### config.mk
export PLATFORM = sky130hd
export DESIGN_NAME = noc_done_monitor
export DESIGN_NICKNAME = d
export VERILOG_FILES = /design/src/rtl/noc_done_monitor.sv
export SDC_FILE = /design/constraint.sdc
export NUM_CORES = 1
export LEC_CHECK = 0
export CORE_UTILIZATION = 55
export DETAILED_ROUTE_END_ITERATION = 10
export GPL_TIMING_DRIVEN = 0
export PLACE_DENSITY = 0.74
export SETUP_SLACK_MARGIN = 0.3
export SLEW_MARGIN = 5
export SYNTH_ARGS = -nofsm -noshare
export SYNTH_HDL_FRONTEND = slang
export SYNTH_SLANG_ARGS = --single-unit
### constraint.sdc
create_clock -name clk -period 1.9 [get_ports clk]
set_input_delay 0.475 -clock clk [delete_from_list [all_inputs] [get_ports clk]]
set_output_delay 0.475 -clock clk [all_outputs]
set_load 0.01 [all_outputs]
### src/rtl/noc_done_monitor.sv
// Per-node start-to-finish latency monitor for the 2x2 mesh, with a global done flag
// and a single-pin serial readout of all eight latency words.
module noc_done_monitor #(
    parameter int CNT_W = 16
) (
    input  logic       clk,
    input  logic       rst_n,
    input  logic [3:0] start_in,
    input  logic [3:0] send_done,
    input  logic [3:0] recv_done,
    input  logic       rd_req,
    output logic       so_data,
    output logic       so_valid,
    output logic       busy,
    output logic       all_done
);

    localparam int NODES = 4;
    localparam int SR_W  = 2 * NODES * CNT_W;
    localparam int BIT_W = $clog2(SR_W);
    localparam logic [CNT_W-1:0] CNT_MAX  = '1;
    localparam logic [CNT_W-1:0] CNT_ONE  = CNT_W'(1);
    localparam logic [BIT_W-1:0] LAST_BIT = BIT_W'(SR_W - 1);
    localparam logic [BIT_W-1:0] BIT_ONE  = BIT_W'(1);

    typedef enum logic [1:0] {IDLE, RUN, DONE} node_state_t;
    typedef enum logic {R_IDLE, R_SHIFT} rd_state_t;

    logic [NODES-1:0] start_prev_reg;
    logic [NODES-1:0] send_prev_reg;
    logic [NODES-1:0] recv_prev_reg;
    logic [NODES-1:0] start_ev;
    logic [NODES-1:0] send_ev;
    logic [NODES-1:0] recv_ev;
    logic [NODES-1:0] node_done;
    logic [SR_W-1:0]  snap;
    logic             all_done_reg;

    always_ff @(posedge clk or negedge rst_n) begin
        if (!rst_n) begin
            start_prev_reg <= '0;
            send_prev_reg  <= '0;
            recv_prev_reg  <= '0;
        end else begin
            start_prev_reg <= start_in;
            send_prev_reg  <= send_done;
            recv_prev_reg  <= recv_done;
        end
    end

    assign start_ev = start_in & ~start_prev_reg;
    assign send_ev  = send_done & ~send_prev_reg;
    assign recv_ev  = recv_done & ~recv_prev_reg;

    generate
        for (genvar gi = 0; gi < NODES; gi++) begin : g_node
            node_state_t      state_reg, state_next;
            logic [CNT_W-1:0] cnt_reg, cnt_next;
            logic [CNT_W-1:0] s_lat_reg, s_lat_next;
            logic [CNT_W-1:0] r_lat_reg, r_lat_next;
            logic             s_ok_reg, s_ok_next;
            logic             r_ok_reg, r_ok_next;

            always_comb begin
                state_next = state_reg;
                cnt_next   = cnt_reg;
                s_lat_next = s_lat_reg;
                r_lat_next = r_lat_reg;
                s_ok_next  = s_ok_reg;
                r_ok_next  = r_ok_reg;
                // A start edge overrides any done edge seen in the same cycle.
                if (start_ev[gi]) begin
                    state_next = RUN;
                    cnt_next   = CNT_ONE;
                    s_lat_next = '0;
                    r_lat_next = '0;
                    s_ok_next  = 1'b0;
                    r_ok_next  = 1'b0;
                end else if (state_reg == RUN) begin
                    if (cnt_reg != CNT_MAX) begin
                        cnt_next = cnt_reg + CNT_ONE;
                    end
                    if (send_ev[gi] && !s_ok_reg) begin
                        s_lat_next = cnt_reg;
                        s_ok_next  = 1'b1;
                    end
                    if (recv_ev[gi] && !r_ok_reg) begin
                        r_lat_next = cnt_reg;
                        r_ok_next  = 1'b1;
                    end
                    if (s_ok_next && r_ok_next) begin
                        state_next = DONE;
                    end
                end
            end

            always_ff @(posedge clk or negedge rst_n) begin
                if (!rst_n) begin
                    state_reg <= IDLE;
                    cnt_reg   <= '0;
                    s_lat_reg <= '0;
                    r_lat_reg <= '0;
                    s_ok_reg  <= 1'b0;
                    r_ok_reg  <= 1'b0;
                end else begin
                    state_reg <= state_next;
                    cnt_reg   <= cnt_next;
                    s_lat_reg <= s_lat_next;
                    r_lat_reg <= r_lat_next;
                    s_ok_reg  <= s_ok_next;
                    r_ok_reg  <= r_ok_next;
                end
            end

            assign node_done[gi] = (state_reg == DONE);

            // Node gi owns words 2*gi (send) and 2*gi+1 (recv), word 0 at the MSB end.
            assign snap[2*(NODES-gi)*CNT_W-1 -: CNT_W]   = s_ok_reg ? s_lat_reg : '0;
            assign snap[(2*(NODES-gi)-1)*CNT_W-1 -: CNT_W] = r_ok_reg ? r_lat_reg : '0;
        end
    endgenerate

    always_ff @(posedge clk or negedge rst_n) begin
        if (!rst_n) begin
            all_done_reg <= 1'b0;
        end else begin
            all_done_reg <= &node_done;
        end
    end

    assign all_done = all_done_reg;

    rd_state_t        rd_state_reg, rd_state_next;
    logic [SR_W-1:0]  shift_reg, shift_next;
    logic [BIT_W-1:0] bit_cnt_reg, bit_cnt_next;

    always_comb begin
        rd_state_next = rd_state_reg;
        shift_next    = shift_reg;
        bit_cnt_next  = bit_cnt_reg;
        if (rd_state_reg == R_IDLE) begin
            if (rd_req) begin
                rd_state_next = R_SHIFT;
                shift_next    = snap;
                bit_cnt_next  = '0;
            end
        end else begin
            shift_next   = {shift_reg[SR_W-2:0], 1'b0};
            bit_cnt_next = bit_cnt_reg + BIT_ONE;
            if (bit_cnt_reg == LAST_BIT) begin
                rd_state_next = R_IDLE;
            end
        end
    end

    always_ff @(posedge clk or negedge rst_n) begin
        if (!rst_n) begin
            rd_state_reg <= R_IDLE;
            shift_reg    <= '0;
            bit_cnt_reg  <= '0;
        end else begin
            rd_state_reg <= rd_state_next;
            shift_reg    <= shift_next;
            bit_cnt_reg  <= bit_cnt_next;
        end
    end

    assign busy     = (rd_state_reg == R_SHIFT);
    assign so_valid = busy;
    assign so_data  = busy & shift_reg[SR_W-1];

endmodule
-- Word-level counts from Yosys, hierarchy flattened
Cells that the tools add are included.
- register bits: 357
- input bits: 15
- output and inout bits: 4
- word-level logic and storage cells: 217
- add/subtract/negate cells: 5
- equal/unequal tests: 13
- multiplexer cells: 103
- bitwise gates (word level): 7
- reductions and logical operators: 58
- operators by type and width (kind ; count):
    2-to-1 mux 16 bit ; 44
    2-to-1 mux 128 bit ; 2
    adder 16 x 1 -> 16 bit, second input constant ; 4
    != test 16 bit, second input constant ; 4
    2-to-1 mux 1 bit ; 43
    nonzero test 2 bit ; 21
    AND reduction 2 bit ; 16
    2-to-1 mux 2 bit ; 12
    2-to-1 mux 7 bit ; 2
    AND 4 bit ; 3
    logical AND 1 bit ; 12
    NOT 4 bit ; 3
    == test 2 x 1 -> 1 bit, second input constant ; 4
    == test 2 bit, second input constant ; 4
    zero test 1 bit ; 8
    adder 7 x 1 -> 7 bit, second input constant ; 1
    == test 7 bit, second input constant ; 1
    AND reduction 4 bit ; 1
    AND 1 bit ; 1

-- Logic depth before layout (Yosys ltp)
Gate-level depths: netlist (run 1).
- word-level depth: 10
- depth in mapped cells: 7
- mapped depth without buffers: 6

-- Least setup slack after synthesis (run 1)
No wires, ideal clock.
- path kind: reg2reg
- start: register g_node[3].state_reg[1]
- end: register g_node[3].cnt_reg[15]
- library setup time: 87 ps
- arrival time: 1715 ps
- required time: 1813 ps
- setup slack: 98 ps
- stages on the path, launching flop included: 8
- buffers on the path: 2
- clock period less this slack: 1802 ps
- cells stage by stage: dfrtp_1 nand2b_1 buf_2 or4_1 buf_2 nor3_4 nor2_1 a211oi_2
- cells in the longest elaborated chain, start to end: 3
- ends and longest elaborated chain (element ; RTL line ; source):
    from (decl) ; 57 ; node_state_t state_reg, state_next;
    from (signal assigned) ; 106 ; state_reg <= state_next;
    == test 2 x 1 -> 1 bit ; 79 ; end else if (state_reg == RUN) begin
    nonzero test 2 bit (no source line) ; -- ;
    AND reduction 2 bit (no source line) ; -- ;
    to (signal assigned) ; 107 ; cnt_reg <= cnt_next;
    to (decl) ; 58 ; logic [CNT_W-1:0] cnt_reg, cnt_next;
No other way between the ends.
A chain may end at the register's enable or synchronous reset.

-- Final worst setup path (run 1)
- start: register rd_state_reg (netlist: busy)
- end: output so_data
- cells in the longest elaborated chain, start to end: 1
- ends and longest elaborated chain (element ; RTL line ; source):
    from (decl) ; 133 ; rd_state_t rd_state_reg, rd_state_next;
    from (signal assigned) ; 162 ; rd_state_reg <= rd_state_next;
    AND 1 bit ; 170 ; assign so_data = busy & shift_reg[SR_W-1];
    to (decl) ; 12 ; output logic so_data,
No other way between the ends.

==> summary.md, run 1 <==
| Metric | Value |
|---|---|
| DR iter-0 viols | `1107` |
| Worst Slack Setup Final | `-57.1 ps` |
| GP Congestion | `0.850` |
| Commonest cells after routing, fill and taps aside | `dfrtp_1 (315), nand2_1 (231), o21ai_0 (148)` |
| Clk_skew | `12.5 ps` |
| Vias in the first global route | `12700` |
| GRT Max-Usage Layer | `met2` |
| # IOs | `19` |
| Post-Synthesis Net Count | `1676` |
| Mapped cell area | `16100 µm²` |
| Initial Utilization | `56.0%` |
| Leading area contributor after synthesis | `dfrtp_1` |
| PwrDens | `1170 nW/µm²` |
| Routed Antenna Nets | `0` |
| Most frequent cell on the critical path | `clkbuf_16` |
| Static leakage | `8.70 nW` |
| Gr usage total | `26.5%` |
| Maximum root-to-sink buffer count | `3` |
| Post-synth cell types | `52` |
| CTS clk-pin slew, worst paths | `60 ps` |
| CTS buffer count | `39` |
| Seq cells post-synth | `357` |
| Die width | `173 µm` |
| First-pass GRT wire length | `65.2 mm` |
| Vias per cell | `5.80` |
| Relative slew slack | `55.3%` |
| Vias | `12900` |
| Commonest non-fill, non-tap cell in the layout | `dfrtp_1` |
| Gr ovfl total | `0` |
| Final Hold Slack | `-4.14 ps` |
| Pin count of the biggest net entering global routing | `115` |
| First-pass iteration count of the detailed router | `5` |
| Final period util | `103%` |
| Max Slew Vio Count | `0` |
| Top post-synthesis cells by area | `dfrtp_1 (55%), mux2i_1 (6.1%), nand2_1 (5.5%)` |
| Layout Nets | `1833` |
| Post-synthesis sequential area ratio | `55.4%` |
| Post-synth EDFFs | `0` |
| Hold Crit Class | `in2async` |
| Final hold violation count | `2` |
| CP required | `1420 ps` |
| Routing usage on met3 | `3.46%` |
| Synth Instances | `1656` |
| Finished Core Util | `69.1%` |
| Synth top area share | `55.4%` |
| Power Total | `23.3 mW` |
| Status | `complete, but fails checks` |
| Slowest CP cell | `dfrtp_2` |
| Max FFs per register | `128` |
| RSZ-0062 raised after global routing | `yes` |
| Fillers | `2091` |
| CTS Root Cell | `clkbuf_16` |
| Failing checks | `hold timing, setup timing` |
| Maxcap violations | `0` |
| Critical path class | `reg2out` |
| Crit-path max FO | `3` |
| Avg Cell Area, Syn | `9.74 µm²` |
| Yosys warning total | `0` |
| Reg2reg path depth | `7` |
| Startpoint Class | `flip-flop` |
| Per-cell routed wire length | `18.1 µm` |
| H-tree depth | `2` |
| Ys async rst share | `100%` |
| Crit path largest cell delay | `410 ps` |
| Final setup viols | `1` |
| Dominant synthesized flop cell | `dfrtp_1` |
| Worst IR drop on VDD | `0.563 mV` |
| Worst-Margin Slew | `671 ps` |
| Tmin final | `1960 ps` |
| CP endpoint kind | `output port` |
| Die Y-Extent | `173 µm` |
| DR DRC count | `0` |
| Clk_lat worst skew | `530 ps` |
| CTS tree | `done` |
| Area delta synth->final | `23.3%` |
| Clk sinks | `357` |
| Met1 usage in global routing | `37.6%` |
| Crit-path cells | `clkbuf_16, clkbuf_16, and2_4, buf_6` |
| Die Area | `30000 µm²` |
| Share of cells above drive strength 1 | `20.5%` |
| Fmax | `0.511 GHz` |
| CP arrival | `1480 ps` |
| Routing usage on met2 | `43.0%` |
| Core ar. | `28800 µm²` |
| Initial antenna violation count | `0` |
| Port-buffer cells | `17` |
| Drt total wl | `40.4 mm` |
| Antenna diode count | `0` |
| Post-DP HPWL | `24.5 mm` |
| FP Rows | `62` |
report_power, final:
part	switching, mW	internal [mW]	leakage, nW	total, mW
Combinational	3.08	2.67	3.38	5.75
Clock	3.07	4.54	0.634	7.61
Sequential	0.939	9.00	4.69	9.94
Total	7.09	16.2	8.70	23.3
final cells by class:
class	count	area (µm²)	area share [%]
multi-input combinational	1166	7170	36.1
timing repair buffer	116	1140	5.72
clock inverter	12	115	0.579
inverter	12	45.0	0.227
tap	384	480	2.42
clock buffer	59	1170	5.90
sequential	357	8990	45.2
buffer	121	768	3.87
Yosys cell counts (all sizes together), types with 22 or more instances:
cell type	count
nand3	22
nor2	147
clkbuf	98
xor2	23
o21ai	150
nor2b	140
buf	23
a31oi	130
nand2	238
dfrtp	357
xnor2	25
mux2i	99
a21oi	75
stage by stage:
step	hold slack, ps	std cells	cell area [µm²]	setup slack [ps]	setup TNS (ps)
6_report	-4.14	2227	19900	-57.1	-57.1
5_1_grt	41.8	2227	19900	-87.5	-107
4_1_cts	24.8	2180	19000	-60.6	-60.6
3_5_place_dp	363	2060	17000	-718	-95890
3_3_place_gp	448	2057	16900	-15050	-5443670
2_1_floorplan	179	1656	16200	192	0
routing by layer:
| metal | wire [µm] | share of wire, % | up-vias |
|---|---|---|---|
| met4 | 896 | 2.2 | 0 |
| met2 | 19400 | 48 | 328 |
| met1 | 18200 | 45 | 6488 |
| met3 | 1830 | 4.5 | 79 |
| li1 | - | - | 6017 |
| met5 | 0 | 0 | - |
repair_timing:
action | in CTS | in global routing
pin swaps | 19 | 44
endpoints found under the setup margin | 303 | 286
setup buffers | 47 | 41
gates cloned | 0 | 6
hold buffers | 2 | 0
endpoints found under the hold margin | 30 | 0
gates resized for setup | 148 | 190
critical path, delay by kind of cell, from the launching register on:
family	cells	cell delay (ps)
buffers and inverters	3	410
DFF	1	410
and+or+nand+nor	1	140
worst paths after layout:
path / startpoint / endpoint / slack [ps]
setup / recovery: busy / so_data / -60
hold / removal: rst_n / shift_reg[51] / -4
setup reg to reg: g_node[3].state_reg[1] / g_node[3].cnt_reg[13] / 100
hold reg to reg: shift_reg[125] / shift_reg[126] / 470
max in group asynchronous: rst_n / g_node[0].cnt_reg[9] / 940
min in group clk: recv_done[1] / recv_prev_reg[1] / 410
logic make-up (layout without fill, tap and decap cells):
family / count (synthesis) / in the layout / share of synthesized area [%]
compound gates: 373 / 373 / 13.0
xor+xnor: 48 / 48 / 2.61
fa+ha+maj: 5 / 5 / 0.388
buf+inv: 133 / 320 / 3.32
flops: 357 / 357 / 55.4
mux: 100 / 100 / 6.22
simple gates: 640 / 640 / 19.0
No activity file was read; power rests on OpenSTA's default activity.
==> run 2, diff against run 1 <==
--- a/config.mk
+++ b/config.mk
@@ -8,7 +8,7 @@
 export CORE_UTILIZATION = 55
 export DETAILED_ROUTE_END_ITERATION = 10
 export GPL_TIMING_DRIVEN = 0
-export PLACE_DENSITY = 0.74
+export PLACE_DENSITY = 0.71
 export SETUP_SLACK_MARGIN = 0.3
 export SLEW_MARGIN = 5
 export SYNTH_ARGS = -nofsm -noshare
==> constraint.sdc (replaced) <==
create_clock -name clk -period 2.1 [get_ports clk]
set_input_delay 0.525 -clock clk [delete_from_list [all_inputs] [get_ports clk]]
set_output_delay 0.525 -clock clk [all_outputs]
set_load 0.01 [all_outputs]
==> run 2 against run 1 <==
  * The flow finishes with violations (hold timing)
  * Clock skew up 7.9 ps
  * Combinational power shrank 24%
  * Sequential share of layout area up 2.5 points
  * Sequential cell count unchanged
  * Clock power shrank 8.9%
  * Critical path type unchanged
  * Critical endpoint unchanged
  * Largest cell class unchanged
  * Highest routed layer unchanged
==> summary.md, run 2 (synthesized netlist as in run 1, its figures left out) <==
| Metric | Value |
|---|---|
| Status | `complete, but fails checks` |
| Failing checks | `hold timing` |
| RSZ-0062 raised after global routing | `yes` |
| Gr ovfl total | `0` |
| CP arrival | `1470 ps` |
| GP Congestion | `0.844` |
| Initial antenna violation count | `1` |
| PwrDens | `1080 nW/µm²` |
| Crit-path max FO | `2` |
| Final period util | `95.1%` |
| Area delta synth->final | `16.4%` |
| DR iter-0 viols | `1084` |
| Static leakage | `8.18 nW` |
| Slowest CP cell | `dfrtp_2` |
| Die width | `173 µm` |
| Worst IR drop on VDD | `0.787 mV` |
| Commonest non-fill, non-tap cell in the layout | `dfrtp_1` |
| CTS buffer count | `39` |
| Share of cells above drive strength 1 | `12.7%` |
| Crit path largest cell delay | `430 ps` |
| # IOs | `19` |
| Post-DP HPWL | `24.5 mm` |
| Relative slew slack | `58.1%` |
| First-pass iteration count of the detailed router | `7` |
| Pin count of the biggest net entering global routing | `119` |
| Die Area | `30000 µm²` |
| Maxcap violations | `0` |
| Maximum root-to-sink buffer count | `3` |
| Gr usage total | `25.4%` |
| Final Hold Slack | `-82.5 ps` |
| CP endpoint kind | `output port` |
| H-tree depth | `2` |
| DR DRC count | `0` |
| Worst-Margin Slew | `629 ps` |
| First-pass GRT wire length | `62.3 mm` |
| Vias per cell | `5.71` |
| CTS clk-pin slew, worst paths | `60 ps` |
| Port-buffer cells | `17` |
| FP Rows | `62` |
| CTS tree | `done` |
| Max Slew Vio Count | `0` |
| Drt total wl | `37.4 mm` |
| Per-cell routed wire length | `17.3 µm` |
| Initial Utilization | `56.0%` |
| Pre-CTS setup slack | `-805 ps` |
| RR Endpoint | `g_node[3].cnt_reg[13]` |
| Power Total | `20.3 mW` |
| Clk_skew | `20.4 ps` |
| Final hold violation count | `47` |
| Critical path class | `reg2out` |
| Reg2Reg Setup Slack | `330 ps` |
| Die Y-Extent | `173 µm` |
| Tmin final | `2000 ps` |
| Core ar. | `28800 µm²` |
| Fillers | `2263` |
| Routed Antenna Nets | `0` |
| Reg2reg start | `g_node[3].state_reg[1]` |
| Vias in the first global route | `12100` |
| CTS Root Cell | `clkbuf_16` |
| Clk_lat worst skew | `530 ps` |
| Crit-path cells | `buf_8, clkbuf_16, and2_4, buf_6` |
| Startpoint Class | `flip-flop` |
| Layout Nets | `1769` |
| Hold Crit Class | `in2async` |
| Fmax | `0.501 GHz` |
| Final setup viols | `0` |
| Max FFs per register | `128` |
| Worst Slack Setup Final | `104 ps` |
| Commonest cells after routing, fill and taps aside | `dfrtp_1 (332), nand2_1 (238), o21ai_0 (149)` |
| Clk sinks | `357` |
| Vias | `12400` |
| CP required | `1570 ps` |
| Reg2reg path depth | `7` |
run 2: changes by cell type in the layout (fill, tap and decap cells not counted), sizes merged, moves of 2 or more:
cell      previous run  this run
buf                132        64
bufinv               2         4
clkbuf             150       152
clkinv               8         6
clkinvlp             2         0
inv                 12        14
run 2: area by class of cell:
| cell class | count | area [µm²] | share of cell area, % |
|---|---|---|---|
| timing repair buffer | 52 | 502 | 2.67 |
| inverter | 12 | 45.0 | 0.240 |
| antenna | 1 | 2.50 | 0.0133 |
| multi-input combinational | 1166 | 6890 | 36.7 |
| buffer | 121 | 606 | 3.23 |
| tap | 384 | 480 | 2.56 |
| sequential | 357 | 8960 | 47.8 |
| clock inverter | 12 | 168 | 0.893 |
| clock buffer | 56 | 1120 | 5.97 |
run 2: how the worst max path moves through the flow:
stage | startpoint | endpoint | slack (ps) | depth (start not counted)
floorplan | g_node[3].state_reg[1] | g_node[3].cnt_reg[15] | 300 | 7
global placement | rst_n | g_node[0].r_lat_reg[10] | -15020 | 1
detailed placement | rd_req | shift_reg[68] | -800 | 6
CTS | busy | so_data | 80 | 4
global route | busy | so_data | 70 | 4
finish | busy | so_data | 100 | 4
run 2: critical path: cells and delay by family (launching register included):
family        cells  cell delay, ps
buf+inv           3             370
flops             1             430
simple gates      1             140
run 2: where the power goes:
group	internal, mW	switching [mW]
sequential	8.13	0.833
combinational	1.89	2.47
clock	4.19	2.73
run 2: layer usage:
| metal | track usage (%) | vias to the layer above | wire (µm) |
|---|---|---|---|
| met4 | 5.83 | 0 | 583 |
| met2 | 39.8 | 254 | 17200 |
| met1 | 37.5 | 6159 | 17900 |
| met5 | 0 | - | 0 |
| met3 | 3.93 | 41 | 1800 |
| li1 | - | 5896 | - |
run 2: timing repair:
action	CTS	global route
endpoints found under the setup margin	278	169
endpoints found under the hold margin	47	47
buffers inserted	12	20
pin swaps	5	9
resized for setup	77	87
run 2: metrics by stage:
step / setup TNS [ps] / cell area, µm² / utilization (%) / std cells / hold WS [ps]
floorplan: 0 / 16100 / - / 1656 / 229
global placement: -5476150 / 16800 / 58.3 / 2057 / 453
detailed placement: -124920 / 16900 / 58.6 / 2060 / 458
CTS: 0 / 18400 / 64.0 / 2140 / -83.1
global route: 0 / 18800 / 65.2 / 2161 / -73.4
finish: 0 / 18800 / 65.2 / 2161 / -82.5
